$ cat src/rtl/ysyx_22051013_pipe_ctl.sv
// Central 5-stage pipeline sequencer: stage enables/flushes, wrong-path fetch kill and LSU timeout.
// Optional perf counters are enabled with the PIPE_CTL_PERF_EN macro.
module ysyx_22051013_pipe_ctl #(
  parameter int LS_TIMEOUT = 255,
  parameter int TCNT_W     = 8
) (
  input  logic        clk,
  input  logic        rst,
  input  logic        if_ready_i,
  input  logic        id_load_use_i,
  input  logic        id_jump_i,
  input  logic        ex_busy_i,
  input  logic        ls_req_i,
  input  logic        ls_ack_i,
  output logic        pc_en_o,
  output logic        ifid_en_o,
  output logic        idex_en_o,
  output logic        exls_en_o,
  output logic        lswb_en_o,
  output logic        ifid_flush_o,
  output logic        idex_flush_o,
  output logic        exls_flush_o,
  output logic        lswb_flush_o,
  output logic [1:0]  state_o,
  output logic        bus_err_o,
  output logic [63:0] stall_cycles_o,
  output logic [63:0] flush_cnt_o
);

  typedef enum logic [1:0] {
    RUN     = 2'd0,
    EX_WAIT = 2'd1,
    LS_WAIT = 2'd2,
    ERR     = 2'd3
  } state_t;

  localparam logic [TCNT_W-1:0] TCNT_LAST = TCNT_W'(LS_TIMEOUT - 1);

  state_t              state, state_nxt;
  logic                kill, kill_nxt;
  logic [TCNT_W-1:0]   tcnt, tcnt_nxt;
  logic                ls_stall, ex_stall, lu, jmp, fetch_ok;

  // A redirect is only trusted once neither the LSU nor EX is holding its operands.
  assign ls_stall = ls_req_i & ~ls_ack_i;
  assign ex_stall = ex_busy_i & ~ls_stall;
  assign lu       = id_load_use_i & ~ls_stall & ~ex_busy_i;
  assign jmp      = id_jump_i & ~ls_stall & ~ex_busy_i & ~id_load_use_i;
  assign fetch_ok = if_ready_i & ~kill;

  always_ff @(posedge clk or negedge rst) begin
    if (!rst) begin
      state <= RUN;
      kill  <= 1'b0;
      tcnt  <= '0;
    end else begin
      state <= state_nxt;
      kill  <= kill_nxt;
      tcnt  <= tcnt_nxt;
    end
  end

  always_comb begin
    state_nxt = state;
    tcnt_nxt  = '0;
    kill_nxt  = kill;
    case (state)
      RUN: begin
        if (ls_stall)      state_nxt = LS_WAIT;
        else if (ex_stall) state_nxt = EX_WAIT;
      end
      EX_WAIT: begin
        if (ls_stall)        state_nxt = LS_WAIT;
        else if (!ex_busy_i) state_nxt = RUN;
      end
      LS_WAIT: begin
        if (ls_ack_i || !ls_req_i) state_nxt = RUN;
        else if (tcnt == TCNT_LAST) state_nxt = ERR;
        else tcnt_nxt = (&tcnt) ? tcnt : tcnt + TCNT_W'(1);
      end
      default: state_nxt = RUN;
    endcase
    // A redirect while a wrong-path fetch is outstanding keeps the next returning fetch doomed.
    if (state == ERR)                           kill_nxt = 1'b0;
    else if (jmp && (!if_ready_i || kill))      kill_nxt = 1'b1;
    else if (kill && if_ready_i)                kill_nxt = 1'b0;
  end

  always_comb begin
    pc_en_o      = 1'b0;
    ifid_en_o    = 1'b0;
    idex_en_o    = 1'b0;
    exls_en_o    = 1'b0;
    lswb_en_o    = 1'b0;
    ifid_flush_o = 1'b0;
    idex_flush_o = 1'b0;
    exls_flush_o = 1'b0;
    lswb_flush_o = 1'b0;
    bus_err_o    = 1'b0;
    if (!rst || state == ERR) begin
      ifid_flush_o = 1'b1;
      idex_flush_o = 1'b1;
      exls_flush_o = 1'b1;
      lswb_flush_o = 1'b1;
      bus_err_o    = rst;
    end else if (ls_stall) begin
      lswb_flush_o = 1'b1;
    end else if (ex_stall) begin
      exls_flush_o = 1'b1;
      lswb_en_o    = 1'b1;
    end else if (lu) begin
      idex_flush_o = 1'b1;
      exls_en_o    = 1'b1;
      lswb_en_o    = 1'b1;
    end else if (jmp) begin
      pc_en_o      = 1'b1;
      ifid_flush_o = 1'b1;
      idex_en_o    = 1'b1;
      exls_en_o    = 1'b1;
      lswb_en_o    = 1'b1;
    end else begin
      pc_en_o      = fetch_ok;
      ifid_flush_o = ~fetch_ok;
      ifid_en_o    = 1'b1;
      idex_en_o    = 1'b1;
      exls_en_o    = 1'b1;
      lswb_en_o    = 1'b1;
    end
  end

  assign state_o = state;

`ifdef PIPE_CTL_PERF_EN
  logic flush_evt;

  // Only redirect squashes and killed wrong-path fetches count as flushes, not idle bubbles.
  assign flush_evt = rst && (state != ERR) && !ls_stall && !ex_busy_i && !id_load_use_i &&
                     (id_jump_i || (kill && if_ready_i));

  always_ff @(posedge clk or negedge rst) begin
    if (!rst) begin
      stall_cycles_o <= '0;
      flush_cnt_o    <= '0;
    end else begin
      if (!pc_en_o)  stall_cycles_o <= stall_cycles_o + 64'd1;
      if (flush_evt) flush_cnt_o    <= flush_cnt_o + 64'd1;
    end
  end
`else
  assign stall_cycles_o = '0;
  assign flush_cnt_o    = '0;
`endif

endmodule

$ cat config.mk
export PLATFORM = sky130hd
export DESIGN_NAME = ysyx_22051013_pipe_ctl
export DESIGN_NICKNAME = d
export VERILOG_FILES = /design/src/rtl/ysyx_22051013_pipe_ctl.sv
export SDC_FILE = /design/constraint.sdc
export NUM_CORES = 1
export LEC_CHECK = 0
export CAP_MARGIN = 20
export CORE_MARGIN = 1
export CORE_UTILIZATION = 29
export CTS_CLUSTER_DIAMETER = 40
export DETAILED_ROUTE_END_ITERATION = 10
export PLACE_DENSITY = 0.75
export SYNTH_ARGS = -nofsm -noshare
export SYNTH_HDL_FRONTEND = slang
export SYNTH_SLANG_ARGS = --single-unit
$ cat constraint.sdc
create_clock -name clk -period 1.4 [get_ports clk]
set_input_delay 0.28 -clock clk [delete_from_list [all_inputs] [get_ports clk]]
set_output_delay 0.28 -clock clk [all_outputs]
set_load 0.01 [all_outputs]
==> results of run 1 <==
[flip-flops by register name, indices dropped and copies added, names as in the netlist]
signal,flops
state_o,2
kill,1
tcnt,8
[cell families (layout without fill, tap and decap cells)]
kind of cell | after synthesis | after routing | share of synthesized area [%]
buffers and inverters | 134 | 51 | 59.04
and+or+nand+nor | 38 | 38 | 13.15
AOI/OAI and AO/OA | 18 | 18 | 9.043
DFF | 11 | 11 | 16.44
adders and majority gates | 2 | 2 | 1.495
other | 1 | 128 | 0.2240
muxes | 1 | 1 | 0.5979
[placed cells by master, fill, tap and decap left out, types with 3 or more instances in the layout]
| cell | n |
|---|---|
| conb_1 | 128 |
| buf_4 | 16 |
| dfrtp_1 | 11 |
| buf_6 | 10 |
| buf_2 | 8 |
| nand2_1 | 7 |
| dlygate4sd2_1 | 7 |
| nor3_1 | 4 |
| a21oi_1 | 4 |
| nor3_2 | 4 |
| inv_1 | 3 |
| a211oi_2 | 3 |
| clkbuf_8 | 3 |
[Yosys cell counts, types with 2 or more instances]
master and instances:
and3_1 2, nor2_1 3, a211oi_2 2, nand3b_1 2, nor4_1 2, buf_4 129, nand2_1 8, a21oi_1 5
nand3_1 3, inv_1 4, dfrtp_1 11, a31oi_1 2, nand2b_1 4, nor3_1 8, ha_1 2, nand4_2 2
o211ai_1 2
[critical path, cell delays in order (launching register included)]
cell	delay, ns
dfrtp_1	0.42
a21boi_4	0.18
nand2_4	0.10
a2111oi_4	0.18
buf_2	0.18
[per-layer routing]
metal  share of wire (%)  vias to the layer above
met1                  33                      496
li1                    -                      504
met3                  11                        5
met2                  55                       82
met4                0.70                        0
met5                   0                        -
[path summary, 6_finish.rpt]
path | endpoint | start | depth (start not counted)
max reg2reg | state_o[0] | state_o[1] | 6
min | tcnt[6] | rst | 3
min in group clk | kill | if_ready_i | 3
min reg2reg | tcnt[7] | tcnt[7] | 2
max in group asynchronous | tcnt[1] | rst | 3
max | pc_en_o | state_o[0] | 4
[report_power, final]
group / leakage [nW] / internal (mW) / switching, mW
Sequential: 0.151 / 0.325 / 0.00647
Clock: 0.0228 / 0.200 / 0.123
Combinational: 0.788 / 0.108 / 0.241
[through the flow]
| stage | std cells | util [%] | cell area [µm²] | setup slack [ns] |
|---|---|---|---|---|
| 6_report | 321 | 31.93 | 1769 | -0.1850 |
| 2_1_floorplan | 332 | - | 2175 | 0.009148 |
| 4_1_cts | 316 | 30.35 | 1682 | -0.1985 |
| 5_1_grt | 321 | 31.93 | 1769 | -0.2191 |
| 3_5_place_dp | 308 | 28.77 | 1594 | -0.8171 |
| 3_3_place_gp | 308 | 28.77 | 1594 | -0.7752 |
[timing repair]
item	CTS	global route
setup endpoints to repair	13	19
gates resized for setup	63	18
pin swaps	7	8
endpoints found under the hold margin	0	0
buffers inserted	4	7
[layout make-up]
cell class	count	area (µm²)	share of cell area (%)
clock buffers	4	45.04	2.546
inverters	4	15.01	0.8487
multi-input cells	187	994.7	56.22
flip-flops and latches	11	275.3	15.56
well taps	72	90.09	5.092
repair buffers	43	349.1	19.73
==> run summary, run 1 <==
ranking of synthesized cells by area: buf_4 (58%), dfrtp_1 (16%), nor3_1 (2.4%)
average wire per standard cell: 8.047 µm
number of DRC markers in iteration 0: 50
# fillers: 613
initial antenna violation count: 0
core outline area: 0.005540 mm²
Period minus WS final: 1.585 ns
grt met3 use: 3.294%
R2R setup slack: 0 ns
Syn Inst Count: 205
P&R area growth vs syn: 5.680%
Hold Vio Cnt, Final: 0
CP Capture Type: output pin
LEAKAGE: 0.9618 nW
TritonCTS clock tree: yes
clock skew: 0.003284 ns
Synth Cell Area: 0.001674 mm²
Pre-Repair DR Iteration Count: 3
final worst slack: -0.1850 ns
via/cell ratio: 3.386
Max Cap Viol: 0
Final ANT Viol Nets: 0
largest area contributor in the netlist: buf_4
Num Clock Sinks: 11
CP Data Required Time: 1.12 ns
Top Ports: 148
unrepaired setup endpoints after global routing: true
clk_lat worst skew: 0.24 ns
failing checks: negative setup slack
ratio of total power to cell area: 566.7 mW/mm²
clock-pin slew on the worst setup and hold paths: 0.05 ns
met1 Usage GRT: 7.768%
Vias: 1087
Post-synth ARST share: 100.0%
crit path DAT: 1.30 ns
post-DP HPWL: 1.964 mm
nets: 260
CTS buffer count: 3
Seq/Total Area, Yosys: 16.44%
WHS: 0.2108 ns
met2 Use GR: 14.96%
site row count: 27
TNS Setup: -1.271 ns
CP max FO: 6
Global Route Usage Sum: 7.983%
Die ar.: 0.006081 mm²
final period utilization: 113.2%
Post-synth EDFFs: 0
post-synthesis sequential element count: 11
status: finished with violations
Initial Util: 30.22%
share of the synthesized area in the top cell type: 57.85%
grt total ovfl: 0
Max H-tree Level: 1
crit start category: flip-flop
CTS Buffer Depth: 2
FMAX: 0.6309 GHz
overall power: 1.003 mW
Port Buf Inserts: 19
GRT Max-Usage Layer: met2
Hold Path Class: primary input to async pin
Yosys cell types: 31
Die Span Y: 77.98 µm
top_reg_cell synth: dfrtp_1
width of the die: 77.98 µm
cts hold-fix bufs: 0
final setup violation count: 10
Avg Inst Size Synth: 8.166 µm²
layout cells sized above 1: 25.30%
Slew Viols, Final: 0
largest net degree at the start of global routing: 12
GPL Wtd Cong: 0.8095
DRC errors left: 0
Max IR drop VDD: 0.2264 mV
first-pass GRT wire length: 3.843 mm
crit path kind: flip-flop to output pin
number of global-route vias before repair: 846
wirelength, routed: 2.583 mm
diodes inserted: 0
Yosys Warn Count: 0
CTS root buffer: clkbuf_8
No activity file was read; power rests on OpenSTA's default activity.
==> run 2, diff against run 1 <==
--- a/config.mk
+++ b/config.mk
@@ -11,6 +11,8 @@
 export CTS_CLUSTER_DIAMETER = 40
 export DETAILED_ROUTE_END_ITERATION = 10
 export PLACE_DENSITY = 0.75
+export SLEW_MARGIN = 5
 export SYNTH_ARGS = -nofsm -noshare
 export SYNTH_HDL_FRONTEND = slang
 export SYNTH_SLANG_ARGS = --single-unit
+export TNS_END_PERCENT = 30
==> run 2 against run 1 <==
Combinational power down 5%; first-iteration DRC count down 4.0%; global-route usage down 0.62 points; routed wire length down 7.2%; non-clock buffer count down 6; die area unchanged; maximum frequency down 1.2%; largest cell class unchanged; design area down 4.0%; largest power group is now registers; critical endpoint unchanged; sequential power about the same; the flow still finishes with violations (negative setup slack); utilization down 1.3 points; sequential share of layout area up 0.65 points.
==> run summary, run 2 (synthesis gave the netlist of run 1 again) <==
number of DRC markers in iteration 0: 48 (was 50)
Die Span Y: 77.98 µm (unchanged)
Max H-tree Level: 1 (unchanged)
max FFs per register: 8 (unchanged)
CP max FO: 5 (was 6)
via/cell ratio: 3.337 (was 3.386)
status: finished with violations (unchanged)
DRC errors left: 0 (unchanged)
Pre-Repair DR Iteration Count: 5 (was 3)
GPL Wtd Cong: 0.8041 (was 0.8095)
post-DP HPWL: 1.850 mm (was 1.964 mm)
Most flops, register: tcnt (unchanged)
met1 Usage GRT: 7.128% (was 7.768%)
R2R setup slack: 0.08 ns (was 0 ns)
first-pass GRT wire length: 3.401 mm (was 3.843 mm)
Vias: 1051 (was 1087)
CTS root buffer: clkbuf_8 (unchanged)
LEAKAGE: 0.9370 nW (was 0.9618 nW)
width of the die: 77.98 µm (unchanged)
clk_lat worst skew: 0.24 ns (about the same)
Die ar.: 0.006081 mm² (unchanged)
clock-pin slew on the worst setup and hold paths: 0.05 ns (about the same)
unrepaired setup endpoints after global routing: true (unchanged)
Max Cap Viol: 0 (unchanged)
multi-input combinational cell area: 958.4 µm² (was 994.7 µm²)
overall power: 0.9842 mW (was 1.003 mW)
final setup violation count: 9 (was 10)
Hold Path Class: primary input to async pin (unchanged)
CTS Buffer Depth: 2 (unchanged)
final period utilization: 114.6% (was 113.2%)
met2 Use GR: 12.74% (was 14.96%)
cts hold-fix bufs: 0 (unchanged)
Global Route Usage Sum: 7.363% (was 7.983%)
R2R Path Start: state_o[0] (was state_o[1])
core outline area: 0.005540 mm² (unchanged)
number of global-route vias before repair: 757 (was 846)
slowest CP cell: dfrtp_1 (unchanged)
layout cells sized above 1: 19.75% (was 25.30%)
failing checks: negative setup slack (unchanged)
GRT Max-Usage Layer: met2 (unchanged)
clock skew: 0.001197 ns (was 0.003284 ns)
crit path kind: flip-flop to output pin (unchanged)
Port Buf Inserts: 19 (unchanged)
grt met3 use: 3.529% (was 3.294%)
site row count: 27 (unchanged)
Period minus WS final: 1.605 ns (was 1.585 ns)
Num Clock Sinks: 11 (unchanged)
Reg2Reg Capture Point: tcnt[0] (was state_o[0])
wirelength, routed: 2.398 mm (was 2.583 mm)
crit path DAT: 1.32 ns (was 1.30 ns)
CP peak stage delay: 0.42 ns (about the same)
area post-placement: 0.001584 mm² (was 0.001594 mm²)
Top Ports: 148 (unchanged)
nets: 254 (was 260)
CP Cell Sequence: a21boi_4 > nand2_4 > a2111oi_4 > buf_2 (unchanged)
P&R area growth vs syn: 1.420% (was 5.680%)
diodes inserted: 0 (unchanged)
CP Capture Type: output pin (unchanged)
crit start category: flip-flop (unchanged)
TritonCTS clock tree: yes (unchanged)
Max IR drop VDD: 0.2672 mV (was 0.2264 mV)
TNS Setup: -1.104 ns (was -1.271 ns)
Slew Viols, Final: 0 (unchanged)
Layout Cell Area excl Fill: 0.001698 mm² (was 0.001769 mm²)
Final ANT Viol Nets: 0 (unchanged)
ratio of total power to cell area: 579.7 mW/mm² (was 566.7 mW/mm²)
final worst slack: -0.2048 ns (was -0.1850 ns)
Reg2Reg Depth: 4 (was 6)
# fillers: 601 (was 613)
FMAX: 0.6231 GHz (was 0.6309 GHz)
Hold Vio Cnt, Final: 0 (unchanged)
largest net degree at the start of global routing: 12 (unchanged)
FF+latch area: 275.3 µm² (unchanged)
most frequent cells in the layout: conb_1 (128), buf_4 (13), dfrtp_1 (11) (was conb_1 (128), buf_4 (16), dfrtp_1 (11))
grt total ovfl: 0 (unchanged)
initial antenna violation count: 0 (unchanged)
CTS buffer count: 3 (unchanged)
Initial Util: 30.22% (unchanged)
commonest non-fill, non-tap cell in the layout: conb_1 (unchanged)
average wire per standard cell: 7.613 µm (was 8.047 µm)
CP Data Required Time: 1.12 ns (about the same)
run 2: cell count changes in the layout (fill, tap and decap cells not counted), sizes merged:
cell           previous run  this run
buf                      34        28
clkbuf                    5         4
clkdlybuf4s15             1         0
dlygate4sd2               7         8
dlymetal6s2s              0         1
run 2: cell type report:
cell class	instances	share of cell area [%]
multi-input combinational	187	56.45
clock buffer	4	2.653
inverter	4	1.032
tap	72	5.306
sequential	11	16.21
timing repair buffer	37	18.35
run 2: what timing repair did:
| item | 4_1_cts | 5_1_grt |
|---|---|---|
| endpoints found under the setup margin | 12 | 15 |
| resized for setup | 61 | 10 |
| pin swaps | 3 | 6 |
| setup buffers | 1 | 1 |
run 2: worst max path at each step:
| stage | startpoint | end | slack (ns) | cells past startpoint |
|---|---|---|---|---|
| 2_1_floorplan | state_o[1] | pc_en_o | -0.08 | 3 |
| 3_3_place_gp | rst | pc_en_o | -0.82 | 5 |
| 3_5_place_dp | rst | pc_en_o | -0.85 | 5 |
| 4_1_cts | state_o[0] | pc_en_o | -0.25 | 4 |
| 5_1_grt | state_o[1] | pc_en_o | -0.25 | 4 |
| 6_report | state_o[1] | pc_en_o | -0.20 | 4 |
run 2: worst max-delay path: cells and delay by family (launching register included):
| kind | cells | cell delay, ns |
|---|---|---|
| AO/OA/AOI/OAI | 2 | 0.38 |
| buffers and inverters | 1 | 0.18 |
| flip-flops | 1 | 0.42 |
| AND/OR/NAND/NOR | 1 | 0.10 |
run 2: stage by stage:
stage,setup slack [ns],instances,hold slack [ns],utilization (%)
after floorplan,-0.08218,332,-0.01559,-
after global placement,-0.8179,309,0.5394,28.59
after detailed placement,-0.8549,309,0.5390,28.59
after CTS,-0.2522,314,0.1982,29.83
after global routing,-0.2548,315,0.2326,30.65
final,-0.2048,315,0.2107,30.65
run 2: power by group:
group / internal [mW] / switching [mW]
registers: 0.325 / 0.00674
clock network: 0.200 / 0.123
logic: 0.0924 / 0.237
total: 0.618 / 0.367
run 2: per-layer routing:
metal / part of all wire [%] / wire length (µm)
met5: 0 / 0
met1: 33 / 799
met2: 52 / 1248
met3: 13 / 309
met4: 1.7 / 41
==> run 3, diff against run 2 <==
--- a/config.mk
+++ b/config.mk
@@ -7,10 +7,10 @@
 export LEC_CHECK = 0
 export CAP_MARGIN = 20
 export CORE_MARGIN = 1
-export CORE_UTILIZATION = 29
+export CORE_UTILIZATION = 35
 export CTS_CLUSTER_DIAMETER = 40
 export DETAILED_ROUTE_END_ITERATION = 10
-export PLACE_DENSITY = 0.75
+export PLACE_DENSITY = 0.86
 export SLEW_MARGIN = 5
 export SYNTH_ARGS = -nofsm -noshare
 export SYNTH_HDL_FRONTEND = slang
==> constraint.sdc (replaced) <==
create_clock -name clk -period 2.03 [get_ports clk]
set_input_delay 0.406 -clock clk [delete_from_list [all_inputs] [get_ports clk]]
set_output_delay 0.406 -clock clk [all_outputs]
set_load 0.01 [all_outputs]
==> run 3 against run 2 <==
Power down 33%; count of clock-buffer cells in the layout did not move; critical endpoint is now bus_err_o; the run ends with design-rule violations left; largest power group unchanged; first-iteration DRC count decreased by 6.3%; highest routed layer unchanged; sequential cell count did not move; critical path type is now primary input to output pin; register-to-register slack gained 0.39 ns; clock power shrank 31%.
==> run summary, run 3 (synthesis gave the netlist of run 1 again) <==
commonest non-fill, non-tap cell in the layout: conb_1 (unchanged)
Global Route Usage Sum: 8.713% (was 7.363%)
crit start category: primary input (was flip-flop)
Max Cap Viol: 0 (unchanged)
final period utilization: 97.65%
post-DP HPWL: 1.980 mm (was 1.850 mm)
ratio of total power to cell area: 420.9 mW/mm² (was 579.7 mW/mm²)
width of the die: 71.16 µm (was 77.98 µm)
Sequential Power Share: 34.5% (was 33.7%)
Initial Util: 37.42% (was 30.22%)
grt total ovfl: 0 (unchanged)
Hold Path Class: primary input to async pin (unchanged)
DP Cell Count: 283 (was 309)
CP Data Required Time: 1.62 ns (was 1.12 ns)
status: finished with violations (unchanged)
Most flops, register: tcnt (unchanged)
final setup violation count: 0 (was 9)
Die Span Y: 71.16 µm (was 77.98 µm)
sw power: 0.2436 mW (was 0.3666 mW)
CP Capture Type: output pin (unchanged)
average wire per standard cell: 8.438 µm (was 7.613 µm)
LEAKAGE: 0.8877 nW (was 0.9370 nW)
via/cell ratio: 3.684 (was 3.337)
clock skew: 0.004735 ns (was 0.001197 ns)
CTS Buffer Depth: 2 (unchanged)
layout cells sized above 1: 11.02% (was 19.75%)
clock-pin slew on the worst setup and hold paths: 0.05 ns (about the same)
Vias: 1061 (was 1051)
max FFs per register: 8 (unchanged)
site row count: 24 (was 27)
unrepaired setup endpoints after global routing: false (was true)
Top Ports: 148 (unchanged)
number of DRC markers in iteration 0: 45 (was 48)
Num Clock Sinks: 11 (unchanged)
nets: 247 (was 254)
Max H-tree Level: 1 (unchanged)
dpl ws: -0.5431 ns (was -0.8549 ns)
Period minus WS final: 1.982 ns
overall power: 0.6608 mW (was 0.9842 mW)
TNS Setup: 0 ns (was -1.104 ns)
Final ANT Viol Nets: 0 (unchanged)
internal power: 0.4172 mW (was 0.6175 mW)
CP max FO: 12 (was 5)
DRC errors left: 12 (was 0)
CTS root buffer: clkbuf_8 (unchanged)
failing checks: design-rule violations (was negative setup slack)
P&R area growth vs syn: -6.203% (was 1.420%)
CTS buffer count: 3 (unchanged)
crit path DAT: 1.58 ns (was 1.32 ns)
crit path kind: primary input to output pin (was flip-flop to output pin)
FMAX: 0.5045 GHz
largest net degree at the start of global routing: 13 (was 12)
first-pass GRT wire length: 3.353 mm (was 3.401 mm)
initial antenna violation count: 0 (unchanged)
Comb pwr share: 31.7% (was 33.5%)
clk_lat worst skew: 0.24 ns (about the same)
Sw Ratio: 36.86% (was 37.25%)
TritonCTS clock tree: yes (unchanged)
most frequent cells in the layout: conb_1 (128), dfrtp_1 (11), buf_4 (10) (was conb_1 (128), buf_4 (13), dfrtp_1 (11))
number of global-route vias before repair: 749 (was 757)
GPL Wtd Cong: 0.7842 (was 0.8041)
Hold Vio Cnt, Final: 0 (unchanged)
Port Buf Inserts: 19 (unchanged)
final cell count without fillers: 288 (was 315)
Slew Viols, Final: 0 (unchanged)
Clock Power Share: 33.8% (was 32.8%)
# fillers: 479 (was 601)
Pre-Repair DR Iteration Count: 8 (was 5)
final worst slack: 0.04769 ns (was -0.2048 ns)
Die ar.: 0.005064 mm² (was 0.006081 mm²)
wirelength, routed: 2.430 mm (was 2.398 mm)
diodes inserted: 0 (unchanged)
cts hold-fix bufs: 0 (unchanged)
core outline area: 0.004474 mm² (was 0.005540 mm²)
Max IR drop VDD: 0.2103 mV (was 0.2672 mV)
==> run 3: cell count changes in the layout (fill, tap and decap cells not counted), moves of 2 or more <==
cell,previous run,this run
and3_4,2,0
buf_6,9,1
clkdlybuf4s50_1,0,7
buf_2,6,1
buf_4,13,10
and3_1,0,2
==> run 3: final cells by class <==
cell class	count	area (µm²)	area share, %
clock buffers	4	45.04	2.869
inverters	4	15.01	0.9562
multi-input cells	187	907.1	57.77
flip-flops and latches	11	275.3	17.53
well taps	52	65.06	4.143
repair buffers	30	262.8	16.73
==> run 3: repair_timing <==
item / in CTS / in global routing
pin swaps: 1 / 0
gates resized for setup: 18 / 3
setup buffers: 1 / 0
cloned: 0 / 0
endpoints found under the setup margin: 10 / 1
==> run 3: metrics by stage <==
step | utilization, % | area [µm²] | hold WS, ns
detailed placement | 33.70 | 1508 | 0.5374
global placement | 33.70 | 1508 | 0.5319
CTS | 34.96 | 1564 | 0.2861
finish | 35.10 | 1570 | 0.2746
global route | 35.10 | 1570 | 0.2899
floorplan | - | 2151 | 0.1104
==> run 3: path summary, 6_finish.rpt <==
path	endpoint	cells past startpoint	start	slack [ns]
setup / recovery	bus_err_o	4	rst	0.05
hold / removal	tcnt[2]	2	rst	0.27
setup reg to reg	tcnt[5]	4	tcnt[0]	0.47
hold reg to reg	kill	2	kill	0.55
max in group asynchronous	state_o[0]	2	rst	1.62
min in group clk	kill	2	kill	0.55
==> run 3: power groups by stage <==
stage	Sequential [mW]	Combinational, mW	Clock [mW]
after floorplan	0.234	0.315	0
after global placement	0.230	0.206	0
after detailed placement	0.231	0.207	0
after CTS	0.228	0.205	0.230
after global routing	0.229	0.231	0.241
final	0.228	0.210	0.223
==> run 3: layer usage <==
layer	global-route usage [%]	part of all wire, %
met1	8.829	33
met3	3.989	12
met2	15.03	53
met5	0	0
met4	4.444	1.4
==> run 3: worst max-delay path, cell delays in order <==
cell             delay [ns]
dlygate4sd2_1          0.27
buf_6                  0.19
and3_1                 0.18
clkdlybuf4s50_1        0.53
